## config.mk

```make
export PLATFORM = sky130hd
export DESIGN_NAME = shift_mix_stage_flat
export DESIGN_NICKNAME = d
export VERILOG_FILES = /design/src/rtl/shift_mix_stage_if.sv /design/src/rtl/shift_mix_stage.sv /design/src/flat_wrapper.sv
export SDC_FILE = /design/constraint.sdc
export NUM_CORES = 1
export LEC_CHECK = 0
export ABC_AREA = 1
export CORE_MARGIN = 2
export CORE_UTILIZATION = 29
export DETAILED_ROUTE_END_ITERATION = 10
export PLACE_DENSITY_LB_ADDON = 0.2
export SETUP_SLACK_MARGIN = 0.02
export SLEW_MARGIN = 0
export SYNTH_ARGS = -nofsm -noshare
export SYNTH_HDL_FRONTEND = slang
export SYNTH_SLANG_ARGS = --single-unit
```

## constraint.sdc

```tcl
create_clock -name clk -period 1.9 [get_ports clk]
set_clock_uncertainty 0.2 [all_clocks]
set_input_delay 0.285 -clock clk [delete_from_list [all_inputs] [get_ports clk]]
set_output_delay 0.285 -clock clk [all_outputs]
set_load 0.01 [all_outputs]
```

## src/rtl/shift_mix_stage_if.sv

```systemverilog
// Handshake bundle between SubBytes, the ShiftRows/MixColumns stage and AddRoundKey.
// The slave view is the stage itself; the master view is the surrounding pipeline.
interface shift_mix_stage_if;
  logic         in_valid;
  logic         in_ready;
  logic [127:0] in_data;
  logic         in_first;
  logic         out_valid;
  logic         out_ready;
  logic [127:0] out_data;
  logic         out_last;

  modport slave (
    input  in_valid, in_data, in_first, out_ready,
    output in_ready, out_valid, out_data, out_last
  );

  modport master (
    output in_valid, in_data, in_first, out_ready,
    input  in_ready, out_valid, out_data, out_last
  );
endinterface

```

## src/rtl/shift_mix_stage.sv

```systemverilog
// AES ShiftRows + MixColumns stage with round tracking and a 2-entry skid buffer.
// Optional SHIFT_MIX_STATS_EN adds beat_count/stall_count statistics outputs.
module shift_mix_stage #(
  parameter int NR = 10
) (
  input  logic                 clk,
  input  logic                 rst,
  shift_mix_stage_if.slave     bus
`ifdef SHIFT_MIX_STATS_EN
  ,
  output logic [31:0]          beat_count,
  output logic [31:0]          stall_count
`endif
);

  localparam int RW = $clog2(NR + 1);

  function automatic logic [7:0] xtime(input logic [7:0] b);
    return {b[6:0], 1'b0} ^ (b[7] ? 8'h1B : 8'h00);
  endfunction

  // Byte k lives at bits [127-8k -: 8]; row = k%4, column = k/4.
  function automatic logic [127:0] shift_rows(input logic [127:0] s);
    logic [127:0] r;
    r = '0;
    for (int c = 0; c < 4; c++) begin
      for (int row = 0; row < 4; row++) begin
        r[127-8*(4*c+row) -: 8] = s[127-8*(4*((c+row)%4)+row) -: 8];
      end
    end
    return r;
  endfunction

  function automatic logic [127:0] mix_columns(input logic [127:0] s);
    logic [127:0] r;
    logic [7:0]   a0, a1, a2, a3;
    r = '0;
    for (int c = 0; c < 4; c++) begin
      a0 = s[127-32*c -: 8];
      a1 = s[119-32*c -: 8];
      a2 = s[111-32*c -: 8];
      a3 = s[103-32*c -: 8];
      r[127-32*c -: 8] = xtime(a0) ^ xtime(a1) ^ a1 ^ a2 ^ a3;
      r[119-32*c -: 8] = a0 ^ xtime(a1) ^ xtime(a2) ^ a2 ^ a3;
      r[111-32*c -: 8] = a0 ^ a1 ^ xtime(a2) ^ xtime(a3) ^ a3;
      r[103-32*c -: 8] = xtime(a0) ^ a0 ^ a1 ^ a2 ^ xtime(a3);
    end
    return r;
  endfunction

  logic [RW-1:0] rnd;
  logic [RW-1:0] beat_rnd;
  logic          beat_last;
  logic [127:0]  shifted;
  logic [127:0]  result;
  logic          accept;
  logic          xfer;

  logic          out_valid_q;
  logic [127:0]  out_data_q;
  logic          out_last_q;
  logic          skid_full;
  logic [127:0]  skid_data;
  logic          skid_last;
  logic          in_ready_q;

  assign accept    = bus.in_valid && in_ready_q;
  assign xfer      = out_valid_q && bus.out_ready;
  assign beat_rnd  = bus.in_first ? RW'(1) : rnd;
  assign beat_last = (beat_rnd == RW'(NR));
  assign shifted   = shift_rows(bus.in_data);
  assign result    = beat_last ? shifted : mix_columns(shifted);

  // The skid can only be full while in_ready is low, so a skid-to-output
  // move never coincides with an accept.
  always_ff @(posedge clk) begin
    if (rst) begin
      out_valid_q <= 1'b0;
      out_data_q  <= '0;
      out_last_q  <= 1'b0;
      skid_full   <= 1'b0;
      skid_data   <= '0;
      skid_last   <= 1'b0;
      in_ready_q  <= 1'b1;
      rnd         <= RW'(1);
    end else begin
      if (accept) begin
        rnd <= beat_last ? RW'(1) : beat_rnd + RW'(1);
      end
      if (xfer && skid_full) begin
        out_data_q <= skid_data;
        out_last_q <= skid_last;
        skid_full  <= 1'b0;
        in_ready_q <= 1'b1;
      end else if (accept && (!out_valid_q || xfer)) begin
        out_valid_q <= 1'b1;
        out_data_q  <= result;
        out_last_q  <= beat_last;
      end else if (accept) begin
        skid_full  <= 1'b1;
        skid_data  <= result;
        skid_last  <= beat_last;
        in_ready_q <= 1'b0;
      end else if (xfer) begin
        out_valid_q <= 1'b0;
      end
    end
  end

  assign bus.in_ready  = in_ready_q;
  assign bus.out_valid = out_valid_q;
  assign bus.out_data  = out_data_q;
  assign bus.out_last  = out_last_q;

`ifdef SHIFT_MIX_STATS_EN
  always_ff @(posedge clk) begin
    if (rst) begin
      beat_count  <= '0;
      stall_count <= '0;
    end else begin
      if (xfer) beat_count <= beat_count + 32'd1;
      if (out_valid_q && !bus.out_ready) stall_count <= stall_count + 32'd1;
    end
  end
`endif

endmodule

```

## src/flat_wrapper.sv

```systemverilog
// flat-port wrapper written by rule: the top's interface ports become plain ports
module shift_mix_stage_flat 
#(
  parameter int NR = 10
)
  (clk, rst, bus_in_valid, bus_in_data, bus_in_first, bus_out_ready, bus_in_ready, bus_out_valid, bus_out_data, bus_out_last);
  shift_mix_stage_if bus_i ();
  input  logic clk;
  input  logic rst;
  input wire logic [$bits(bus_i.in_valid)-1:0] bus_in_valid;
  input wire logic [$bits(bus_i.in_data)-1:0] bus_in_data;
  input wire logic [$bits(bus_i.in_first)-1:0] bus_in_first;
  input wire logic [$bits(bus_i.out_ready)-1:0] bus_out_ready;
  output wire logic [$bits(bus_i.in_ready)-1:0] bus_in_ready;
  output wire logic [$bits(bus_i.out_valid)-1:0] bus_out_valid;
  output wire logic [$bits(bus_i.out_data)-1:0] bus_out_data;
  output wire logic [$bits(bus_i.out_last)-1:0] bus_out_last;
  assign bus_i.in_valid = bus_in_valid;
  assign bus_i.in_data = bus_in_data;
  assign bus_i.in_first = bus_in_first;
  assign bus_i.out_ready = bus_out_ready;
  assign bus_in_ready = bus_i.in_ready;
  assign bus_out_valid = bus_i.out_valid;
  assign bus_out_data = bus_i.out_data;
  assign bus_out_last = bus_i.out_last;
  shift_mix_stage #(.NR(NR)) u_core (.clk(clk), .rst(rst), .bus(bus_i));
endmodule
```

==> flow_summary.rst <==
.. list-table::
   :header-rows: 1

   * - Metric
     - Value
   * - Number of cell instances on the worst register-to-register path
     - 9
   * - Worst-path maximum fanout
     - 41
   * - Endpoint class of the critical path
     - flop
   * - DRT antenna net count
     - 0
   * - Startpoint of the tightest hold check path
     - u_core.rnd[3]
   * - Growth of design area from synthesis to finish
     - 42.0%
   * - CTS tree
     - done
   * - Hold Path Stages
     - 2
   * - Net count of the mapped netlist
     - 3,449
   * - Placeable core region
     - 64,200 um^2
   * - Multiplexer share of the synthesized area
     - 0
   * - Worst-Margin Slew
     - 0.383 ns
   * - N_diodes
     - 0
   * - Overall routing resource usage
     - 0.205
   * - Sinks on the clock net
     - 265
   * - Worst relative slew slack
     - 0.742
   * - Area fraction in compound gates after synthesis
     - 0.125
   * - Pin count of the biggest net entering global routing
     - 67
   * - Leak pwr
     - 14.7 nW
   * - CTS Buf Count
     - 35
   * - Clock Latency Late Sink
     - 0.54 ns
   * - Number of antenna violations at the first check in global routing
     - 3
   * - Share of the core filled with cells
     - 0.415
   * - Min Hold Slack
     - 0.284 ns
   * - Reg-to-Reg Start
     - u_core.rnd[1]
   * - Synth Area in Simple Gates
     - 0.435
   * - Power density normalized to cell area
     - 674 nW/um^2
   * - Remaining DRCs
     - 0
   * - Launch point of the critical path
     - u_core.rnd[1]
   * - Final hold violation count
     - 0
   * - Full die area
     - 66,800 um^2
   * - Number of standard cells after synthesis
     - 3,316
   * - First-pass GRT wire length
     - 110,000 um
   * - First-pass detailed-route iteration total
     - 6
   * - Detail Route met3 WL
     - 2960 um
   * - Layout cells sized above 1
     - 0.136
   * - Overflow left after global routing
     - 0
   * - Class of the most critical hold timing path
     - reg -> reg
   * - H-tree depth
     - 2
   * - Minimum setup slack among reg-to-reg paths
     - 0.09 ns
   * - Overall die width
     - 258 um
   * - Initial Utilization
     - 0.292
   * - Total length of routed met2 wires
     - 32,000 um
   * - Filler cell count in the final layout
     - 7,008
   * - Synthesized area divided by synthesized cell count
     - 5.66 um^2
   * - Critical path startpoint category
     - flop
   * - Post-synth top area cell
     - sky130_fd_sc_hd__nand2_1
   * - Leading cell types by count after synthesis
     - 1,444 x sky130_fd_sc_hd__nand2_1, 342 x sky130_fd_sc_hd__inv_1, 312 x sky130_fd_sc_hd__nand3_1
   * - Cell at the root of the clock tree
     - sky130_fd_sc_hd__clkbuf_16
   * - Total placed cells including tap cells
     - 4,710
   * - Multi-input combinational cell area
     - 11,300 um^2
   * - Placed wire-length estimate after detailed placement
     - 53,600 um
   * - Number of buffers on the longest clock path
     - 3
   * - Non-filler instance count after layout
     - 4,771
   * - Post-CTS setup-driven buffer insertion count
     - 0
   * - Parity-gate share of the synthesized area counting xor and xnor cells
     - 0.0415
   * - Async set-reset flop share out of synthesis
     - 0
   * - Post-Syn Area
     - 18,800 um^2
   * - Final Cycle Share
     - 0.950
   * - Unrepaired setup endpoints after global routing
     - true
   * - Placement Rows
     - 93
   * - Vias per Instance
     - 4.57
   * - Worst min-delay path endpoint
     - u_core.rnd[3]
   * - Peak clock frequency supported by timing
     - 554 MHz
   * - Setup Viol. Count Final
     - 0
   * - Total number of yosys warnings
     - 0
   * - Time the final worst path needs with I/O delays and setup
     - 1.81 ns
   * - Main combinational cell family by area after synthesis
     - simple AND/OR/NAND/NOR gates
   * - Post-synth EDFFs
     - 0
   * - Max-cap violation count
     - 0
   * - Worst setup path category
     - reg -> reg
   * - Sequential element share of the synthesized area
     - 0.283
   * - Number of nets in the finished design
     - 4,027
   * - Max-slew violation count
     - 0
   * - Buffers added on ports
     - 263
   * - Result of the run
     - completed
   * - Maximum VDD drop
     - 0.000477 V
   * - Total length of routed wires
     - 70,000 um
   * - Highest routing layer actually used
     - met5
   * - Number of flip-flops and latches in the synthesized netlist
     - 265
   * - Register cell area after layout
     - 5320 um^2
   * - Most numerous cell in the Yosys netlist
     - sky130_fd_sc_hd__nand2_1
   * - Via count of the first global-routing pass
     - 20,250
   * - Routed length per placed instance
     - 14.7 um
   * - Distinct cell type count of the synthesized netlist
     - 30
   * - DR vias
     - 21,820
   * - Data required time at the worst endpoint
     - 2.14 ns
   * - Sum of routed wire segments on met1
     - 33,900 um
   * - CP Data Arrival Time
     - 2.04 ns
   * - Clock-pin slew reported for the worst setup and hold paths after clock tree synthesis
     - 0.06 ns
   * - Die boundary height
     - 258 um
   * - Weighted congestion at the end of routability-driven global placement
     - 0.898
   * - Num ports
     - 264
   * - R2r endpoint
     - u_core.skid_data[110]
   * - 1st-iter DRT viols
     - 1,368
   * - Adder-cell share of the synthesized area
     - 0
   * - Top_reg_cell synth
     - sky130_fd_sc_hd__dfxtp_1
   * - Dominant cells by area after synthesis
     - sky130_fd_sc_hd__nand2_1 29%, sky130_fd_sc_hd__dfxtp_1 28%, sky130_fd_sc_hd__nand3_1 8.3%, sky130_fd_sc_hd__inv_1 6.8%, sky130_fd_sc_hd__a22oi_1 5.1%
   * - Share of Yosys cell area claimed by the top area cell type
     - 0.289
[area by class of cell]
class	count	area share
Clock buffer	45	0.0354
Clock inverter	14	0.00624
Sequential cell	265	0.199
Tap cell	855	0.0401
Multi-Input combinational cell	2532	0.426
Timing Repair Buffer	711	0.244
Inverter	349	0.0494
[how the worst max path moves through the flow]
stage	slack (ns)	cells past startpoint	to
2_1_floorplan	0.31	7	u_core.skid_data[71]
3_3_place_gp	-0.45	9	u_core.bus.out_data[82]
3_5_place_dp	-0.47	9	u_core.bus.out_data[82]
4_1_cts	0.06	10	u_core.bus.out_data[101]
5_1_grt	-0.01	9	u_core.bus.out_data[71]
6_report	0.09	9	u_core.skid_data[110]
[where the power goes]
part	internal, mW	switching (mW)
Combinational	2.29	2.94
Clock	3.93	2.61
Sequential	5.94	0.272
Total	12.2	5.82
[worst max-delay path, stage by stage (launching register included)]
cell and delay (ns):
sky130_fd_sc_hd__dfxtp_2 0.34, sky130_fd_sc_hd__nand2_2 0.08, sky130_fd_sc_hd__nor2_4 0.17, sky130_fd_sc_hd__nand2_8 0.11, sky130_fd_sc_hd__buf_12 0.20, sky130_fd_sc_hd__buf_12 0.19, sky130_fd_sc_hd__nand3_1 0.09, sky130_fd_sc_hd__nand2_1 0.08
sky130_fd_sc_hd__o21ai_0 0.14, sky130_fd_sc_hd__inv_1 0.05
[per-layer routing]
layer  track usage  vias up
li1              -    11586
met1         0.284     9755
met2         0.340      414
met3        0.0246       63
met4        0.0488        2
met5             0        -
[through the flow]
step                instance area [um^2]  worst slack [ns]  TNS (ns)  total power, mW
finish                             26700            0.0942         0             18.0
global route                       26700           -0.0123   -0.0324             19.1
CTS                                26600            0.0568         0             18.2
detailed placement                 25600            -0.470    -89.37             11.7
global placement                   25600            -0.450    -84.92             11.7
floorplan                          18800             0.309         0             9.05
[registers in the layout, indices dropped and copies added, names as in the netlist]
name                  flops
u_core.bus.in_ready       1
u_core.bus.out_data     128
u_core.bus.out_last       1
u_core.bus.out_valid      1
u_core.rnd                4
u_core.skid_data        128
u_core.skid_full          1
u_core.skid_last          1
[timing repair]
| item | in CTS | in global routing |
|---|---|---|
| hold buffers | 1 | 0 |
| endpoints found under the hold margin | 21 | 0 |
| setup endpoints to repair | 134 | 92 |
| pin swaps | 0 | 1 |
| gates resized for setup | 144 | 18 |
| cloned | 1 | 0 |
[layout by cell type, fill, tap and decap left out, drive strengths merged]
cell / count
a21o: 6
clkdlybuf4s50: 131
inv: 350
xnor2: 38
a21oi: 143
nand3: 312
bufinv: 3
nor2: 259
dfxtp: 265
a211o: 1
clkinv: 9
nor3: 1
dlygate4sd2: 131
xor2: 51
nand4: 3
clkbuf: 46
o21ai: 121
a22oi: 128
dlygate4sd3: 1
clkinvlp: 1
buf: 447
nand3b: 18
a31oi: 2
nand2: 1449
[kinds of logic after synthesis]
family / Yosys count
AO/OA/AOI/OAI: 401
buffers and inverters: 519
XOR/XNOR: 89
AND/OR/NAND/NOR: 2042
flip-flops: 265
Note: power is estimated with default switching activity, not from simulation.
